===== config.mk =====
export PLATFORM = sky130hd
export DESIGN_NAME = bnn_window_gen_flat
export DESIGN_NICKNAME = d
export VERILOG_FILES = /design/src/rtl/bnn_pkg.sv /design/src/rtl/bnn_window_gen_if.sv /design/src/rtl/bnn_line_buffer.sv /design/src/rtl/bnn_window_gen.sv /design/src/flat_wrapper.sv
export SDC_FILE = /design/constraint.sdc
export NUM_CORES = 1
export LEC_CHECK = 0
export CAP_MARGIN = 30
export CORE_ASPECT_RATIO = 0.6
export CORE_UTILIZATION = 45
export CTS_CLUSTER_SIZE = 14
export DETAILED_ROUTE_END_ITERATION = 12
export SETUP_SLACK_MARGIN = 0.02
export SLEW_MARGIN = 10
export SYNTH_ARGS = -nofsm -noshare
export SYNTH_HDL_FRONTEND = slang
export SYNTH_SLANG_ARGS = --single-unit

===== constraint.sdc =====
create_clock -name clk -period 3.2 [get_ports clk]
set_input_delay 0.32 -clock clk [delete_from_list [all_inputs] [get_ports clk]]
set_output_delay 0.32 -clock clk [all_outputs]
set_load 0.02 [all_outputs]

===== src/rtl/bnn_pkg.sv =====
// Shared defaults and FSM state encoding for the BNN sliding-window generator.
package bnn_pkg;

    localparam int IMG_W_DEF = 28;
    localparam int IMG_H_DEF = 28;
    localparam int K_DEF     = 5;
    localparam int DW_DEF    = 8;

    typedef enum logic [1:0] {
        IDLE  = 2'd0,
        RUN   = 2'd1,
        FLUSH = 2'd2
    } state_e;

endpackage


===== src/rtl/bnn_window_gen_if.sv =====
// Pixel stream in and KxK window out; master is the window generator side.
interface bnn_window_gen_if
    import bnn_pkg::*;
#(
    parameter int K  = K_DEF,
    parameter int DW = DW_DEF
) ();

    logic                pix_tvalid;
    logic [DW-1:0]       pix_tdata;
    logic                pix_tready;
    logic                win_valid;
    logic [K*K*DW-1:0]   win_data;
    logic                win_ready;
    logic [4:0]          win_row;
    logic [4:0]          win_col;

    modport master (
        input  pix_tvalid, pix_tdata, win_ready,
        output pix_tready, win_valid, win_data, win_row, win_col
    );

    modport slave (
        output pix_tvalid, pix_tdata, win_ready,
        input  pix_tready, win_valid, win_data, win_row, win_col
    );

endinterface


===== src/rtl/bnn_line_buffer.sv =====
// One image line; read-before-write so the old column value is visible while the new one is written.
module bnn_line_buffer
    import bnn_pkg::*;
#(
    parameter int DEPTH = IMG_W_DEF,
    parameter int DW    = DW_DEF,
    parameter int AW    = 5
) (
    input  logic          clk,
    input  logic          we,
    input  logic [AW-1:0] addr,
    input  logic [DW-1:0] wr_data,
    output logic [DW-1:0] rd_data
);

    logic [DW-1:0] mem [DEPTH];

    assign rd_data = mem[addr];

    always_ff @(posedge clk) begin
        if (we) mem[addr] <= wr_data;
    end

endmodule


===== src/rtl/bnn_window_gen.sv =====
// Sliding KxK window generator: K-1 line buffers, window shift register, registered output.
//   state | meaning
//   IDLE  | no frame active, pix_tready low
//   RUN   | accepting pixels, emitting windows
//   FLUSH | last pixel taken, waiting for final window handshake
module bnn_window_gen
    import bnn_pkg::*;
#(
    parameter int IMG_W = IMG_W_DEF,
    parameter int IMG_H = IMG_H_DEF,
    parameter int K     = K_DEF,
    parameter int DW    = DW_DEF
) (
    input  logic             clk,
    input  logic             rstn,
    input  logic             start,
    bnn_window_gen_if.master bus,
    output logic             frame_done
);

    localparam int CW = 5;

    state_e              state;
    logic [CW-1:0]       row_cnt, col_cnt;
    logic [DW-1:0]       win_sr  [K][K];
    logic [DW-1:0]       win_nxt [K][K];
    logic [DW-1:0]       col_vec [K];
    logic [DW-1:0]       lb_rd   [K-1];
    logic [K*K*DW-1:0]   win_data_nxt;
    logic                accept, emit, last_pix, win_hs;

    assign bus.pix_tready = (state == RUN) && !start && (!bus.win_valid || bus.win_ready);
    assign accept   = bus.pix_tvalid && bus.pix_tready;
    assign win_hs   = bus.win_valid && bus.win_ready;
    assign emit     = accept && (row_cnt >= CW'(K-1)) && (col_cnt >= CW'(K-1));
    assign last_pix = (row_cnt == CW'(IMG_H-1)) && (col_cnt == CW'(IMG_W-1));

    for (genvar k = 0; k < K-1; k++) begin : g_lb
        logic [DW-1:0] lb_in;
        if (k == 0) begin : g_head
            assign lb_in = bus.pix_tdata;
        end else begin : g_chain
            assign lb_in = lb_rd[k-1];
        end
        bnn_line_buffer #(.DEPTH(IMG_W), .DW(DW), .AW(CW)) u_lb (
            .clk     (clk),
            .we      (accept),
            .addr    (col_cnt),
            .wr_data (lb_in),
            .rd_data (lb_rd[k])
        );
    end

    // Oldest line lands in the top row, the incoming pixel in the bottom row.
    for (genvar i = 0; i < K; i++) begin : g_col
        if (i == K-1) begin : g_pix
            assign col_vec[i] = bus.pix_tdata;
        end else begin : g_line
            assign col_vec[i] = lb_rd[K-2-i];
        end
    end

    always_comb begin
        win_data_nxt = '0;
        for (int i = 0; i < K; i++) begin
            for (int j = 0; j < K-1; j++) win_nxt[i][j] = win_sr[i][j+1];
            win_nxt[i][K-1] = col_vec[i];
            for (int j = 0; j < K; j++) win_data_nxt[(i*K+j)*DW +: DW] = win_nxt[i][j];
        end
    end

    always_ff @(posedge clk or negedge rstn) begin
        if (!rstn) begin
            for (int i = 0; i < K; i++)
                for (int j = 0; j < K; j++) win_sr[i][j] <= '0;
        end else if (accept) begin
            win_sr <= win_nxt;
        end
    end

    always_ff @(posedge clk or negedge rstn) begin
        if (!rstn) begin
            state         <= IDLE;
            row_cnt       <= '0;
            col_cnt       <= '0;
            bus.win_valid <= 1'b0;
            bus.win_data  <= '0;
            bus.win_row   <= '0;
            bus.win_col   <= '0;
            frame_done    <= 1'b0;
        end else begin
            frame_done <= 1'b0;
            if (start) begin
                state         <= RUN;
                row_cnt       <= '0;
                col_cnt       <= '0;
                bus.win_valid <= 1'b0;
            end else begin
                if (accept) begin
                    if (col_cnt == CW'(IMG_W-1)) begin
                        col_cnt <= '0;
                        row_cnt <= row_cnt + 1'b1;
                    end else begin
                        col_cnt <= col_cnt + 1'b1;
                    end
                    if (last_pix) state <= FLUSH;
                end
                if (emit) begin
                    bus.win_valid <= 1'b1;
                    bus.win_data  <= win_data_nxt;
                    bus.win_row   <= row_cnt - CW'(K-1);
                    bus.win_col   <= col_cnt - CW'(K-1);
                end else if (win_hs) begin
                    bus.win_valid <= 1'b0;
                end
                if (state == FLUSH && win_hs) begin
                    state      <= IDLE;
                    frame_done <= 1'b1;
                end
            end
        end
    end

endmodule


===== src/flat_wrapper.sv =====
// flat-port wrapper written by rule: the top's interface ports become plain ports
module bnn_window_gen_flat import bnn_pkg::*;
#(
    parameter int IMG_W = IMG_W_DEF,
    parameter int IMG_H = IMG_H_DEF,
    parameter int K     = K_DEF,
    parameter int DW    = DW_DEF
)
  (clk, rstn, start, frame_done, bus_pix_tvalid, bus_pix_tdata, bus_win_ready, bus_pix_tready, bus_win_valid, bus_win_data, bus_win_row, bus_win_col);
  bnn_window_gen_if #(.K(K), .DW(DW)) bus_i ();
  input  logic clk;
  input  logic rstn;
  input  logic start;
  output logic frame_done;
  input wire logic [$bits(bus_i.pix_tvalid)-1:0] bus_pix_tvalid;
  input wire logic [$bits(bus_i.pix_tdata)-1:0] bus_pix_tdata;
  input wire logic [$bits(bus_i.win_ready)-1:0] bus_win_ready;
  output wire logic [$bits(bus_i.pix_tready)-1:0] bus_pix_tready;
  output wire logic [$bits(bus_i.win_valid)-1:0] bus_win_valid;
  output wire logic [$bits(bus_i.win_data)-1:0] bus_win_data;
  output wire logic [$bits(bus_i.win_row)-1:0] bus_win_row;
  output wire logic [$bits(bus_i.win_col)-1:0] bus_win_col;
  assign bus_i.pix_tvalid = bus_pix_tvalid;
  assign bus_i.pix_tdata = bus_pix_tdata;
  assign bus_i.win_ready = bus_win_ready;
  assign bus_pix_tready = bus_i.pix_tready;
  assign bus_win_valid = bus_i.win_valid;
  assign bus_win_data = bus_i.win_data;
  assign bus_win_row = bus_i.win_row;
  assign bus_win_col = bus_i.win_col;
  bnn_window_gen #(.IMG_W(IMG_W), .IMG_H(IMG_H), .K(K), .DW(DW)) u_core (.clk(clk), .rstn(rstn), .start(start), .bus(bus_i), .frame_done(frame_done));
endmodule

==> results of run 1 <==
==> layout make-up <==
class / instances / area [um2] / area share
diodes: 1 / 2.50 / 0.0000434
clock buffers: 163 / 3160 / 0.0547
clock inverters: 32 / 196 / 0.00341
inverters: 9 / 33.8 / 0.000586
multi-input cells: 1501 / 11600 / 0.202
flip-flops and latches: 1280 / 36500 / 0.634
well taps: 1425 / 1780 / 0.0309
repair buffers: 395 / 4310 / 0.0748
==> metal layers <==
layer | GRT usage | wire length, um | vias up
li1 | - | - | 11800
met1 | 0.344 | 56500 | 14100
met2 | 0.347 | 57000 | 1057
met3 | 0.0566 | 10500 | 170
met4 | 0.0543 | 2730 | 0
met5 | 0 | 0 | -
==> how the worst min path moves through the flow <==
stage | from | end | slack [ns] | cells past startpoint
2_1_floorplan | rstn | u_core.bus.win_col[0] | 0.02 | 0
3_3_place_gp | rstn | u_core.bus.win_data[49] | 0.37 | 1
3_5_place_dp | rstn | u_core.bus.win_data[49] | 0.39 | 1
4_1_cts | bus_win_ready | u_core.bus.win_valid | 0.19 | 2
5_1_grt | rstn | u_core.bus.win_data[49] | 0.24 | 2
6_report | rstn | u_core.bus.win_data[49] | 0.19 | 2
==> cells in the mapped netlist (all sizes together), types with 2 or more instances <==
library cell,count,share of area
nand4b,2,0.00049
nor2,42,0.0032
nor2b,3,0.00039
nand4bb,5,0.0012
xnor2,4,0.00072
or4b,7,0.0014
nand2b,3,0.00039
edfxtp,896,0.55
a211oi,8,0.0012
nand4,3,0.00039
o22ai,197,0.025
o21ai,17,0.0017
and3,3,0.00039
ha,14,0.0036
and2,2,0.00026
mux4,21,0.0097
dfrtp,384,0.20
clkbuf,64,0.0049
or4,4,0.00069
nand3,10,0.0010
mux2,233,0.054
mux2i,415,0.085
nor4,27,0.0035
clkinv,2,0.00015
a21oi,10,0.0010
inv,7,0.00054
buf,94,0.010
or3,2,0.00026
nor3,28,0.0029
nand2,433,0.033
==> registers in the layout, indices dropped and copies added, names as in the netlist <==
| register | cells |
|---|---|
| u_core.g_lb.u_lb.mem | 896 |
| u_core.bus.win_data | 200 |
| u_core.win_data_nxt | 160 |
| u_core.bus.win_col | 5 |
| u_core.bus.win_row | 5 |
| u_core.col_cnt | 5 |
| u_core.row_cnt | 5 |
| u_core.state | 2 |
| u_core.bus.win_valid | 1 |
| u_core.frame_done | 1 |
==> through the flow <==
stage / worst slack (ns) / util / setup TNS (ns) / instances
2_1_floorplan: -0.0326 / - / -15.41 / 2948
3_3_place_gp: 0.280 / 0.505 / 0 / 4602
3_5_place_dp: 0.266 / 0.505 / 0 / 4604
4_1_cts: 0.250 / 0.537 / 0 / 4800
5_1_grt: 0.114 / 0.537 / 0 / 4805
6_report: 0.182 / 0.537 / 0 / 4806
==> kinds of logic (layout without fill, tap and decap cells) <==
family / after synthesis / in the layout
other: 0 / 1
adders and majority gates: 14 / 14
AOI/OAI and AO/OA: 237 / 237
muxes: 669 / 669
xor gates and xnor gates: 5 / 5
DFF: 1280 / 1280
and+or+nand+nor: 576 / 576
buffers and inverters: 167 / 599
==> power breakdown <==
| part | internal (uW) | total, uW | leakage, uW | switching (uW) |
|---|---|---|---|---|
| clock | 6880 | 12800 | 0.00164 | 5880 |
| combinational | 696 | 1980 | 0.00643 | 1280 |
| sequential | 18500 | 18800 | 0.0132 | 353 |
==> what timing repair did <==
item / in CTS / in global routing
setup endpoints to repair: 0 / 0
endpoints found under the hold margin: 78 / 0
hold buffers: 1 / 0
==> results.toml, run 1 <==
[outcome]
status = "finished clean"

[synth]
syn_area_per_cell_um2 = 16.5
ys_ff_latch = 1280
synthMuxAreaShare = 0.149
synthXorXnorAreaFrac = 0.000900
synth_compound_area_frac = 0.0302
synthFlopType = "edfxtp_1"
yosys.area_share.simple = 0.0501
syn_inst = 2948
ys_types = 47
synthArstFlopShare = 0.300
synth_nets = 2975
synth_top_family_by_area = "multiplexers"
synth_fa_ha_area_frac = 0.00360
synth_area_um2 = 48700
synth_seq_area_share = 0.750
synth_edf_count = 896
ys_warn_count = 0

[power]
total_power_uw = 33600
leakagePower_uw = 0.0213
ir_drop_mv = 0.443
powerDensity_nw_per_um2 = 582

[critical_path]
reg2reg_depth = 6
criticalPathCategory = "register to register"
crit_start = "u_core.col_cnt[3]"
reg2reg_to = "u_core.g_lb[3].u_lb.mem[20][0]"
slowest_delay_ns = 0.68
timing.rr.start = "u_core.col_cnt[3]"
crit_chain = "or4_1, buf_12, o22ai_1, nor4_1, nand2_1, buf_4"
cp_num_cells = 6
critPathCaptureType = "register"
path_buf_inv = 2
crit_slowest_cell = "dfrtp_1"
critPathTopFamily = "simple AND/OR/NAND/NOR gates"
setup.worst_path.end = "u_core.g_lb[3].u_lb.mem[20][0]"
crit_required_ns = 3.64
rrSetupSlack_ns = 0.18
crit_fanout = 24
crit_path_start_kind = "register"
cp.arrival_ns = 3.45

[finish]
mostFrequentLayoutCells = "896 x edfxtp_1, 433 x nand2_1, 415 x mux2i_1"
final_common_cell = "edfxtp_1"
area_growth_pct = 18.4
design_area_um2 = 57600
layout.nets = 3324
drive_gt1_frac = 0.182
fillCellCount = 8490

[timing]
period_share = 0.943
hold_viol = 0
max-slew-margin-rel = 0.423
worst_clock_skew_ns = 0.0254
fin_hold_ws_ns = 0.190
fin_crit_ns = 3.02
rsz0062_at_grt = "no"
max_freq_mhz = 331
setup_viol = 0
maxSlewViolCount = 0
tightestPinTransition_ns = 0.865

[clock_tree]
ctsRootBufferMaster = "clkbuf_16"
cts_tree = "yes"
cts_buffers = 110
clock_latency_ns = 0.72
htree_levels = 3
clockBufferDepth = 3
clkTransAtPathRegs_ns = 0.07
cts_sinks = 1280
cts_resized = 0
post_cts_buffers = 0

[place]
io_buffers = 225
placed_cell_area_um2 = 54200
hpwl_um = 73700
gp_congestion = 0.831

[grt]
grt_pass1_wl_um = 186000
grt_util_all_layers = 0.233
grt_pass1_vias = 27600
grt-ovfl-total = 0
grt_max_degree = 142
antenna_found_initial = 1

[route]
drc = 0
postRouteAntennaNets = 0
drtPass1Iterations = 5
drt-total-wl_um = 127000
wire_per_inst_um = 26.4
vias = 27100
first_iter_violations = 2856
vias_per_cell = 5.65

[worst_hold_path]
hold_path.class = "input port to asynchronous set/reset pin"

[die]
dieArea_um2 = 110000
die_w_um = 427
start_util = 0.454
row_count = 93
dieHeight_um = 257
coreArea_um2 = 107000
pin_count = 226

[run]
max-cap-violations = 0
(Power assumes the default switching activity.)
==> inputs of run 2 (changes only) <==
- CORE_UTILIZATION: 45 -> 54
- PLACE_DENSITY: unset -> 0.75
==> results.toml, run 2 (same netlist as run 1, synthesis figures left out) <==
[critical_path]
critPathCaptureType = "register"
rrSetupSlack_ns = 0.12
crit_path_start_kind = "register"
criticalPathCategory = "register to register"
crit_fanout = 28
reg2reg_to = "u_core.g_lb[2].u_lb.mem[27][4]"
crit_required_ns = 3.61
reg2reg_depth = 6
timing.rr.start = "u_core.col_cnt[3]"
crit_start = "u_core.col_cnt[3]"
cp.arrival_ns = 3.50

[timing]
rsz0062_at_grt = "no"
hold_viol = 0
worst_clock_skew_ns = 0.0208
setup_ws_ns = 0.118
fin_crit_ns = 3.08
setup_viol = 0
max_freq_mhz = 324
period_share = 0.963
maxSlewViolCount = 0
max-slew-margin-rel = 0.375
tightestPinTransition_ns = 0.934

[finish]
drive_gt1_frac = 0.179
fillCellCount = 5858
regMostFlops = "u_core.g_lb.u_lb.mem"
antenna_cells = 0
layout.nets = 3325
area_growth_pct = 17.1
mostFrequentLayoutCells = "896 x edfxtp_1, 433 x nand2_1, 415 x mux2i_1"
largest_register_ffs = 896
final_common_cell = "edfxtp_1"
post-route-util = 0.645

[outcome]
status = "finished clean"

[worst_hold_path]
hold_path.class = "input port to asynchronous set/reset pin"

[clock_tree]
htree_levels = 3
ctsRootBufferMaster = "clkbuf_16"
cts_sinks = 1280
cts_tree = "yes"
clockBufferDepth = 3
cts_resized = 0
clock_latency_ns = 0.70
cts_buffers = 106
clkTransAtPathRegs_ns = 0.07

[die]
dieHeight_um = 235
start_util = 0.551
row_count = 84
die_w_um = 390
dieArea_um2 = 91400
pin_count = 226
coreArea_um2 = 88400

[grt]
antenna_found_initial = 0
grt_util_all_layers = 0.266
grt_pass1_vias = 27400
grt-ovfl-total = 0
grt_pass1_wl_um = 178000
grt_max_degree = 133

[route]
first_iter_violations = 3184
wire_per_inst_um = 26.9
vias_per_cell = 6.08
vias = 27800
drt-total-wl_um = 123000
drtPass1Iterations = 5
postRouteAntennaNets = 0
drc = 0

[place]
hpwl_um = 71000
io_buffers = 225
dp_slack_ns = 0.192
gp_congestion = 0.836

[power]
powerDensity_nw_per_um2 = 578
leakagePower_uw = 0.0211
ir_drop_mv = 0.477

[run]
max-cap-violations = 0
-- run 2: changes by cell type in the layout (fill, tap and decap cells not counted), sizes merged --
| cell | change |
|---|---|
| clkinv | -14 |
| buf | +5 |
| clkbuf | -2 |
| inv | -2 |
| bufinv | -1 |
| clkinvlp | -1 |
| diode | -1 |
-- run 2: critical path, cell delays in order (launching register included) --
cell	delay, ns
dfrtp_1	0.76
or4b_1	0.28
buf_4	0.48
o22ai_1	0.15
nor4_1	0.51
nand2_1	0.30
buf_4	0.30
-- run 2: cell type report --
class,instances,area (um2),area share
flip-flops and latches,1280,36500,0.641
multi-input cells,1501,11600,0.204
repair buffers,400,4170,0.0732
clock buffers,161,3070,0.0538
well taps,1204,1510,0.0264
clock inverters,14,67.6,0.00119
inverters,9,33.8,0.000593
-- run 2: metrics by stage --
stage,cells,hold WS (ns),power [uW],instance area [um2],TNS [ns]
2_1_floorplan,2948,0.0244,20200,48700,-15.41
3_3_place_gp,4380,0.293,21000,53700,0
3_5_place_dp,4381,0.301,21100,53700,0
4_1_cts,4557,0.150,33000,56900,0
5_1_grt,4569,0.177,33900,57000,0
6_report,4569,0.167,32900,57000,0
-- run 2: where the power goes --
group          switching [uW]  total [uW]  internal, uW
registers                 372       18800         18500
clock network            5580       12100          6550
logic                    1270        1960           687
total                    7220       32900         25700
-- run 2: worst max-delay path by stage --
stage | end | cells past startpoint
floorplan | u_core.g_lb[0].u_lb.mem[24][0] | 6
finish | u_core.g_lb[2].u_lb.mem[27][4] | 6
CTS | u_core.bus.win_data[74] | 9
detailed placement | u_core.win_data_nxt[66] | 9
global placement | u_core.win_data_nxt[66] | 9
global route | u_core.bus.win_data[74] | 9
-- run 2: layer usage --
| metal | global-route usage | up-vias | part of all wire |
|---|---|---|---|
| met5 | 0 | - | 0 |
| met4 | 0.0603 | 0 | 0.020 |
| met3 | 0.0572 | 220 | 0.11 |
| met2 | 0.402 | 1498 | 0.45 |
| met1 | 0.399 | 14300 | 0.42 |
| li1 | - | 11800 | - |
-- run 2: timing repair --
| action | CTS | global route |
|---|---|---|
| endpoints found under the hold margin | 57 | 0 |
| hold buffers | 1 | 0 |
| setup endpoints to repair | 0 | 2 |
| setup buffers | 0 | 8 |
